<file path="src/rtl/mips_pkg.sv">
// mips_pkg -- shared definitions for the register-file slice.
//   DATA_W_DEF / N_REGS_DEF / N_RD_DEF : default widths and port count
//   N_RD_MAX                           : largest supported number of read ports
//   clog2()                            : elaboration-time ceiling log2
//   rd_src_e                           : where a read port takes its data from
package mips_pkg;

  localparam int DATA_W_DEF = 32;
  localparam int N_REGS_DEF = 32;
  localparam int N_RD_DEF   = 2;
  localparam int N_RD_MAX   = 4;

  // Ceiling log2, used to size register addresses from the register count.
  function automatic int clog2(input int value);
    int result;
    int v;
    result = 0;
    v      = value - 1;
    while (v > 0) begin
      result = result + 1;
      v      = v >> 1;
    end
    return result;
  endfunction

  // Data source selected by each read port.
  typedef enum logic [1:0] {
    RD_SRC_ZERO   = 2'd0,  // register 0: hard-wired zero
    RD_SRC_BYPASS = 2'd1,  // same-cycle writeback forwarded
    RD_SRC_ARRAY  = 2'd2   // stored register value
  } rd_src_e;

endpackage

</file>
<file path="src/rtl/reg_scoreboard.sv">
// reg_scoreboard -- one pending bit per register plus a population counter.
//   clk, rst          : clock, asynchronous active-high reset
//   res_en, res_addr  : reserve (mark pending) a destination register
//   wr_en, wr_addr    : writeback, clears the pending bit of wr_addr
//   pend              : pending bit vector, bit 0 is always 0
//   pend_cnt          : registered count of pending bits (never wraps)
module reg_scoreboard
  import mips_pkg::*;
#(
  parameter  int N_REGS = N_REGS_DEF,
  localparam int ADDR_W = clog2(N_REGS)
) (
  input  logic              clk,
  input  logic              rst,
  input  logic              res_en,
  input  logic [ADDR_W-1:0] res_addr,
  input  logic              wr_en,
  input  logic [ADDR_W-1:0] wr_addr,
  output logic [N_REGS-1:0] pend,
  output logic [ADDR_W:0]   pend_cnt
);

  localparam logic [ADDR_W:0] CNT_ONE = {{ADDR_W{1'b0}}, 1'b1};

  logic [N_REGS-1:0] pend_q;
  logic [N_REGS-1:0] pend_d;
  logic [ADDR_W:0]   cnt_q;
  logic [ADDR_W:0]   cnt_d;
  logic              res_live;
  logic              wr_live;
  logic              inc;
  logic              dec;

  // Register 0 can never become pending.
  assign pend_d[0] = 1'b0;

  // A reservation takes priority over a writeback to the same register,
  // so the most recently issued producer keeps ownership.
  genvar gi;
  generate
    for (gi = 1; gi < N_REGS; gi++) begin : g_pend
      assign pend_d[gi] = (res_en && (res_addr == ADDR_W'(gi))) ||
                          (pend_q[gi] && !(wr_en && (wr_addr == ADDR_W'(gi))));
    end
  endgenerate

  // The counter tracks only real transitions of the bit vector: a set of an
  // already-pending bit, or a clear of an idle bit, leaves it unchanged.
  always_comb begin
    res_live = res_en && (res_addr != '0);
    wr_live  = wr_en && (wr_addr != '0);
    inc      = res_live && !pend_q[res_addr];
    dec      = wr_live && pend_q[wr_addr] &&
               !(res_live && (res_addr == wr_addr));
    cnt_d    = cnt_q;
    if (inc && !dec) begin
      cnt_d = cnt_q + CNT_ONE;
    end else if (dec && !inc) begin
      cnt_d = cnt_q - CNT_ONE;
    end
  end

  always_ff @(posedge clk or posedge rst) begin
    if (rst) begin
      pend_q <= '0;
      cnt_q  <= '0;
    end else begin
      pend_q <= pend_d;
      cnt_q  <= cnt_d;
    end
  end

  assign pend     = pend_q;
  assign pend_cnt = cnt_q;

endmodule

</file>
<file path="src/rtl/banco_reg_sb.sv">
// banco_reg_sb -- register file with writeback bypass and a pending scoreboard.
//   clk, rst              : clock, asynchronous active-high reset
//   rd_addr  [N_RD*ADDR_W]: read addresses, port k at [k*ADDR_W +: ADDR_W]
//   rd_data  [N_RD*DATA_W]: combinational read data, port k at [k*DATA_W +: DATA_W]
//   rd_ready [N_RD]       : 1 when rd_data of that port is not awaiting a writeback
//   wr_en/wr_addr/wr_data : writeback port (register 0 ignores writes)
//   res_en/res_addr       : reserve a destination register at issue
//   pend_cnt              : number of pending registers
//   busy                  : any register pending
// N_RD must lie in 1..N_RD_MAX and N_REGS must be a power of two >= 4.
module banco_reg_sb
  import mips_pkg::*;
#(
  parameter  int DATA_W = DATA_W_DEF,
  parameter  int N_REGS = N_REGS_DEF,
  parameter  int N_RD   = N_RD_DEF,
  localparam int ADDR_W = clog2(N_REGS)
) (
  input  logic                   clk,
  input  logic                   rst,
  input  logic [N_RD*ADDR_W-1:0] rd_addr,
  output logic [N_RD*DATA_W-1:0] rd_data,
  output logic [N_RD-1:0]        rd_ready,
  input  logic                   wr_en,
  input  logic [ADDR_W-1:0]      wr_addr,
  input  logic [DATA_W-1:0]      wr_data,
  input  logic                   res_en,
  input  logic [ADDR_W-1:0]      res_addr,
  output logic [ADDR_W:0]        pend_cnt,
  output logic                   busy
);

  logic [DATA_W-1:0] regs_q [N_REGS];
  logic [DATA_W-1:0] regs_d [N_REGS];
  logic [N_REGS-1:0] pend;

  reg_scoreboard #(
    .N_REGS (N_REGS)
  ) u_scoreboard (
    .clk      (clk),
    .rst      (rst),
    .res_en   (res_en),
    .res_addr (res_addr),
    .wr_en    (wr_en),
    .wr_addr  (wr_addr),
    .pend     (pend),
    .pend_cnt (pend_cnt)
  );

  assign busy = (pend_cnt != '0);

  // Storage. Writes to register 0 are dropped so that entry stays zero.
  always_comb begin
    regs_d = regs_q;
    if (wr_en && (wr_addr != '0)) begin
      regs_d[wr_addr] = wr_data;
    end
  end

  // The array is reset asynchronously, so it is built from flops rather
  // than block RAM; reads must also be combinational.
  always_ff @(posedge clk or posedge rst) begin
    if (rst) begin
      for (int i = 0; i < N_REGS; i++) begin
        regs_q[i] <= '0;
      end
    end else begin
      regs_q <= regs_d;
    end
  end

  // Read ports. The bypass path is independent of rst, so a writeback
  // presented during reset is still visible on a matching read port even
  // though the write itself is discarded.
  genvar gi;
  generate
    for (gi = 0; gi < N_RD; gi++) begin : g_rd
      logic [ADDR_W-1:0] addr;
      logic [DATA_W-1:0] data;
      rd_src_e           src;

      assign addr = rd_addr[gi*ADDR_W +: ADDR_W];

      always_comb begin
        if (addr == '0) begin
          src = RD_SRC_ZERO;
        end else if (wr_en && (wr_addr == addr)) begin
          src = RD_SRC_BYPASS;
        end else begin
          src = RD_SRC_ARRAY;
        end
      end

      always_comb begin
        case (src)
          RD_SRC_ZERO:   data = '0;
          RD_SRC_BYPASS: data = wr_data;
          default:       data = regs_q[addr];
        endcase
      end

      assign rd_data[gi*DATA_W +: DATA_W] = data;
      // Forwarded data is always valid; register 0 is never pending.
      assign rd_ready[gi] = (src != RD_SRC_ARRAY) || !pend[addr];
    end
  endgenerate

endmodule

</file>
<file path="config.mk">
export PLATFORM = sky130hd
export DESIGN_NAME = banco_reg_sb
export DESIGN_NICKNAME = d
export VERILOG_FILES = /design/src/rtl/mips_pkg.sv /design/src/rtl/reg_scoreboard.sv /design/src/rtl/banco_reg_sb.sv
export SDC_FILE = /design/constraint.sdc
export NUM_CORES = 2
export LEC_CHECK = 0
export ABC_CLOCK_PERIOD_IN_PS = 89900
export CAP_MARGIN = 15
export CORE_UTILIZATION = 42
export DETAILED_ROUTE_END_ITERATION = 16
export PLACE_DENSITY_LB_ADDON = 0.15
export RECOVER_POWER = 25
export SETUP_SLACK_MARGIN = 0.05
export SYNTH_ARGS = -nofsm -noshare
export SYNTH_HDL_FRONTEND = slang
export SYNTH_SLANG_ARGS = --single-unit
</file>
<file path="constraint.sdc">
create_clock -name clk -period 89.9 [get_ports clk]
set_input_delay 22.475 -clock clk [delete_from_list [all_inputs] [get_ports clk]]
set_output_delay 22.475 -clock clk [all_outputs]
set_load 0.05 [all_outputs]
</file>
# --- Word level (Yosys, flattened, before mapping) ---
# Cells that the tools add are included.
op_classes:
  n_addsub: 2
  multipliers: 0
  n_div: 0
  magnitude_cmp: 8
  n_eq_ne: 69
  n_shift: 0
  n_mux: 25
  n_bitwise: 3
  n_reduce_logical: 182
op_table:
  columns: ["op", "n"]
  rows:
  - ["$bwmux W1024", 1]
  - ["$bmux W32 S5", 2]
  - ["$demux W32 S5", 1]
  - ["$eq A5 B5 Y1 const B", 32]
  - ["$mux W32", 5]
  - ["$pmux W32 S2", 2]
  - ["$logic_and A1 B1 Y1", 104]
  - ["$eq A5 B4 Y1 const B", 16]
  - ["$eq A5 B3 Y1 const B", 8]
  - ["$logic_not A1 Y1", 37]
  - ["$logic_or A1 B1 Y1", 33]
  - ["$lt A5 B6 Y1 const B", 4]
  - ["$bmux W1 S5", 4]
  - ["$eq A5 B2 Y1 const B", 4]
  - ["$ge A6 B6 Y1 const B", 3]
  - ["$not A5 Y6", 3]
  - ["$eq A5 B5 Y1", 3]
  - ["$mux W6", 2]
  - ["$eq A5 B1 Y1 const B", 2]
  - ["$logic_not A5 Y1", 2]
  - ["$reduce_bool A5 Y1", 2]
  - ["$mux W2", 4]
  - ["$add A6 B1 Y6 const B", 1]
  - ["$lt A6 B1 Y1 const B", 1]
  - ["7 further kinds", 13]
word_totals:
  reg_bits: 1061
  latchBits: 0
  ramBits: 0
  mem_bits_ro: 0
  in_bits: 56
  out_inout_bits: 73
  wordCells: 323
  memories: 0

# --- Longest topological paths before layout ---
depth:
  ltp_word: 8
  ltp_mapped: 15
  mapped_depth_nobuf: 13

# --- Cells and area by module ---
# A second synthesis with hierarchy kept.
hier_totals:
  hier_cells: 4249
  hier_area_um2: 58102.0
by_module_without_submodules:
  columns: ["mod", "instances", "cells_per_inst", "area_per_inst_um2", "seq_area_each_um2"]
  rows:
  - ["banco_reg_sb", 1, 4007, 55727.2, 25624.6]
  - ["reg_scoreboard", 1, 242, 2374.8, 925.9]

# --- Worst setup path before layout ---
# OpenSTA, ideal clock, no wires.
synth_path:
  path_type: "input port to output port"
  start: "input port rd_addr[1]"
  end: "output port rd_ready[0]"
  arrival_ns: 24.539
  required_ns: 67.425
  slack_ns: 42.886
  path_stages: 7
  path_buffers: 3
  cell_sequence: "buf_2 -> buf_2 -> clkbuf_1 -> mux4_2 -> mux4_2 -> mux2_2 -> nand2_1"
synth_between:
  elab_chain_cells: 6
  word_cells_on_any_way: 10
  cone_classes: "eq/ne: 2; mux: 4; reduce/logical: 4"
synth_lines:
  columns: ["element", "line", "text"]
  rows:
  - ["start: declaration", "banco_reg_sb.sv:21", "input logic [N_RD*ADDR_W-1:0] rd_addr,"]
  - ["$eq A5 B5 Y1", "banco_reg_sb.sv:87", "end else if (wr_en && (wr_addr == addr)) begin"]
  - ["$logic_and A1 B1 Y1", "banco_reg_sb.sv:87", null]
  - ["$mux W2", "banco_reg_sb.sv:87", null]
  - ["$mux W2", "banco_reg_sb.sv:85", "if (addr == '0) begin"]
  - ["$ne A2 B2 Y1", "banco_reg_sb.sv:104", "assign rd_ready[gi] = (src != RD_SRC_ARRAY) || !pend[addr];"]
  - ["$logic_or A1 B1 Y1 *", "banco_reg_sb.sv:104", null]
  - ["end: declaration", "banco_reg_sb.sv:23", "output logic [N_RD-1:0] rd_ready,"]
# Every way passes the cells marked *; elsewhere a longest branch is shown, timed or not. The select of a mux whose other input is x is not followed.

# --- Final worst setup path ---
layout_path:
  start: "input port rd_addr[0]"
  end: "output port rd_data[31]"
layout_between:
  elab_chain_cells: 6
  word_cells_on_any_way: 12
  cone_classes: "eq/ne: 2; mux: 6; bitwise: 1; reduce/logical: 3"
layout_lines:
  columns: ["element", "line", "text"]
  rows:
  - ["parallel branches: the longest is 5 deep, another holds $bmux W32 S5", null, null]
  - ["$pmux W32 S2 *", "banco_reg_sb.sv:95", "case (src)"]
  - ["end: declaration", "banco_reg_sb.sv:22", "output logic [N_RD*DATA_W-1:0] rd_data,"]
# Every way passes the cells marked *. The select of a mux whose other input is x is not followed.

==> implementation parameters <==
Parameter                              Value

Status
  Outcome ... finished, violations left
  Violated checks ... capacitance limit, slew limit

Power
  Clock network fraction of design power ... ~34%
  Proportion of power drawn by flip-flops and latches ... around 43%
  Final Total Pwr ... about 1.5 mW
  Combinational group share of total power ... 22.9%
  Sw Pwr ... 0.427 mW
  Switching part of the total power ... 28.9%
  LEAKAGE ... ~28 nW
  IR Drop Worst-Case VDD ... between 0.015 and 0.02 mV
  Power density relative to cell area ... roughly 23 mW/mm2
  Internal Power ... between 1 and 1.5 mW

Job
  Number of maximum-capacitance violations ... 12

Setup path
  CP Data Arrival Time ... between 20,000 and 30,000 ps
  Most numerous cell on the critical path ... buf_4
  Cell family with most CP delay ... buffers and inverters
  Type of destination of the critical path ... output pin
  Required time at the worst-slack endpoint ... between 60,000 and 70,000 ps
  Buffer and inverter count on the worst path ... 5
  CP max stage delay ... about 820 ps
  Critical-path top delay cell ... buf_4
  Cell chain of the critical path ... buf_8 > buf_4 > buf_4 > buf_4 > mux4_2 > mux4_2 > nand2b_1 > a32o_1 > clkdlybuf4s50_1
  CP Class ... input pin to output pin
  Crit start category ... input pin
  Largest driver fanout on the critical path ... 66

STA
  Shortest period the worst path allows ... approximately 50,000 ps
  Final Hold Viols ... 0
  Max Clock Skew ... about 35 ps
  Slew of the pin with the lowest slew margin ... just over 8000 ps
  Ratio of final minimum period to clock period ... roughly 56%
  Max_slew headroom ... -455%
  Setup repair after global routing missed its margin ... no
  Pins over their slew limit ... between 500 and 600
  Highest achievable clock rate ... a little under 0.02 GHz
  Setup TNS ... 0 ps
  Worst Slack Setup Final ... 39,560 ps
  Number of setup violations in the final report ... 0

Clock tree
  Total clock sinks ... roughly 1,100
  Clock latency on the worst-skew pair ... roughly 750 ps
  Hold_buf cts ... 0
  Buffers from clock root to sink, at most ... 3
  Post-CTS repair timing setup buffer count ... 0
  Cts repair resizes ... 0
  Clock transition at the registers of the reported paths ... around 60 ps
  Inserted Clock Buffers ... 121
  CTS tree ... built
  Total number of H-tree levels ... 3
  Root Driver ... clkbuf_16

Logic synthesis
  Flip-flop cell with the highest count after synthesis ... dfrtp_1
  Register bit count reported by yosys ... roughly 1,100
  Syn Nets ... 3,984
  Synthesized area divided by synthesized cell count ... ~15 um2
  Ys Warns ... 0
  Post-synthesis async set-or-reset flop share ... between 90% and 100%
  Simple-gate share of the synthesized area ... between 2 and 2.5%
  Share of synthesized cell area in full adder, half adder and majority cells ... less than 1%
  Count of mapped cells out of synthesis ... slightly below 4,000
  Portion of netlist area occupied by mux cells ... between 40% and 50%
  Area fraction in compound gates after synthesis ... 4.62%
  Summed instance area of the synthesized netlist ... around 0.058 mm2
  Largest family of logic cells by synthesized area ... multiplexers
  XOR/XNOR Fraction of Synth Area ... less than 1%
  Number of synthesized flops with an enable pin ... 0
  Distinct cell type count after synthesis ... 48
  Sequential cell area fraction in the yosys report ... a little under half

GRT
  Maximum number of pins on one net before global-route repair ... around 160
  Overall overflow remaining after global route ... 0
  Total GRT Usage ... roughly 28%
  Number of antenna violations at the first check in global routing ... 10
  Wire length of the first global-routing pass ... around 280,000 um
  Number of global-route vias before repair ... around 38,000

Cells and area
  Reg area ... around 0.027 mm2
  Total area of multi-input combinational cells ... a little under 0.03 mm2
  Commonest cells after routing, fill and taps aside ... dfrtp_1, mux2_2, mux4_2, mux2i_1, a22oi_1
  # diodes ... 0
  Number of nets in the layout ... 3,905
  Synthesis-to-finish area growth ... 11.7%
  Fill cell count ... about 12,000
  Fraction of final layout cells with drive strength greater than 1 ... ~46%
  Most frequent standard cell in the layout excluding fill and tap cells ... dfrtp_1

Worst hold path
  Min-delay worst type ... register to register

Placement
  Number of input and output port buffers inserted ... 128
  Worst slack at placement ... between 30,000 and 40,000 ps
  Gpl congestion ... between 0.8 and 0.9
  HPWL after DPL ... 106,000 um

Drt
  Total wire length ... around 190,000 um
  Mean routed wirelength per cell ... about 33 um
  Iteration-0 DRC Markers ... around 3,300
  Number of detailed-routing iterations run before antenna repair ... 5
  Antenna viol nets, final ... 0
  DRC violation count after routing ... 0
  Routed vias/inst ... 6.53
  Via count ... 37,400

Die
  Die boundary width ... about 370 um
  Floorplan die height ... roughly 370 um
  Die ar. ... 0.139 mm2
  Initial core utilization ... between 40% and 50%
  CORE AREA ... 0.136 mm2
  Number of standard-cell rows in the floorplan ... between 100 and 150
  Top-Level Pins ... 129
## final timing paths
path | cells past startpoint | endpoint | start | slack [ps]
setup / recovery | 9 | rd_data[31] | rd_addr[0] | 39560
hold / removal | 0 | regs_q[997] | regs_q[997] | 400
hold reg to reg | 0 | regs_q[997] | regs_q[997] | 400
min in group asynchronous | 2 | regs_q[128] | rst | 22630
max in group asynchronous | 7 | regs_q[474] | rst | 53670
setup reg to reg | 14 | u_scoreboard.pend_cnt[5] | u_scoreboard.pend[3] | 85920
## synth_stat cells (4+ instances only)
library cell	number	share of area [%]
dfrtp_1	1061	46
mux2_2	996	19
mux4_2	483	19
clkbuf_1	265	1.7
mux2i_1	261	4.5
a22oi_1	128	1.7
buf_2	96	0.83
nand2b_1	69	0.75
a21oi_1	66	0.57
nor2_1	64	0.42
o22ai_1	64	0.70
buf_1	54	0.35
a22o_1	40	0.61
o21ai_0	38	0.33
nand2_1	37	0.24
a32o_1	36	0.63
nor4_1	36	0.39
buf_4	19	0.25
buf_6	17	0.33
xnor2_1	10	0.15
inv_1	9	0.059
nand3_1	9	0.078
nand3b_1	7	0.091
nor2b_1	7	0.076
xor2_1	7	0.11
ha_1	5	0.11
nand4_1	5	0.054
nor3b_1	4	0.052
## metrics by stage
stage / instance area, um2 / hold slack [ps] / utilization (%) / cells
2_1_floorplan: 57600 / 449 / - / 3922
3_3_place_gp: 60200 / 384 / 44.4 / 5494
3_5_place_dp: 60200 / 388 / 44.4 / 5494
4_1_cts: 64200 / 400 / 47.4 / 5719
5_1_grt: 64300 / 408 / 47.4 / 5726
6_report: 64300 / 398 / 47.4 / 5726
## area by class of cell
type                    count  share of cell area, %
multi-input cells        2400                   45.4
flip-flops and latches   1061                   41.3
clock buffers             191                   5.70
repair buffers            249                   3.57
well taps                1781                   3.47
clock inverters            34                  0.516
inverters                  10                 0.0623
## power groups by stage
stage	Clock (mW)	Sequential (mW)	Combinational [mW]
detailed placement	0	0.645	0.337
global placement	0	0.642	0.333
CTS	0.508	0.637	0.339
global route	0.527	0.652	0.360
finish	0.499	0.639	0.338
floorplan	0	0.630	0.259
## worst register-to-register path, stage by stage (launching register included)
cell	delay (ps)
dfrtp_1	440
mux2_1	310
a22o_1	220
mux4_2	450
a21boi_0	140
a211oi_1	360
buf_4	230
ha_1	270
inv_1	150
ha_1	300
a21o_1	110
a21oi_1	100
or4_1	480
nand4_1	130
xor2_1	180
## sequential cells by signal, summed over array words and instances (netlist names)
register               count
u_scoreboard.pend         31
regs_q                  1024
u_scoreboard.pend_cnt      6
## layer usage
metal / global-route usage (%) / wire length, um / share of wire, %
met1: 40.7 / 84200 / 44
met2: 41.5 / 86300 / 45
met3: 5.98 / 15000 / 7.9
met4: 7.12 / 4620 / 2.4
met5: 0 / 29 / 0.015
## cell families after synthesis
family | count (synthesis)
AO/OA/AOI/OAI | 381
XOR/XNOR | 17
adder cells (fa/ha/maj) | 6
buffers and inverters | 461
flip-flops | 1061
multiplexers | 1741
AND/OR/NAND/NOR | 255
Power figures use the tool's default switching activity.
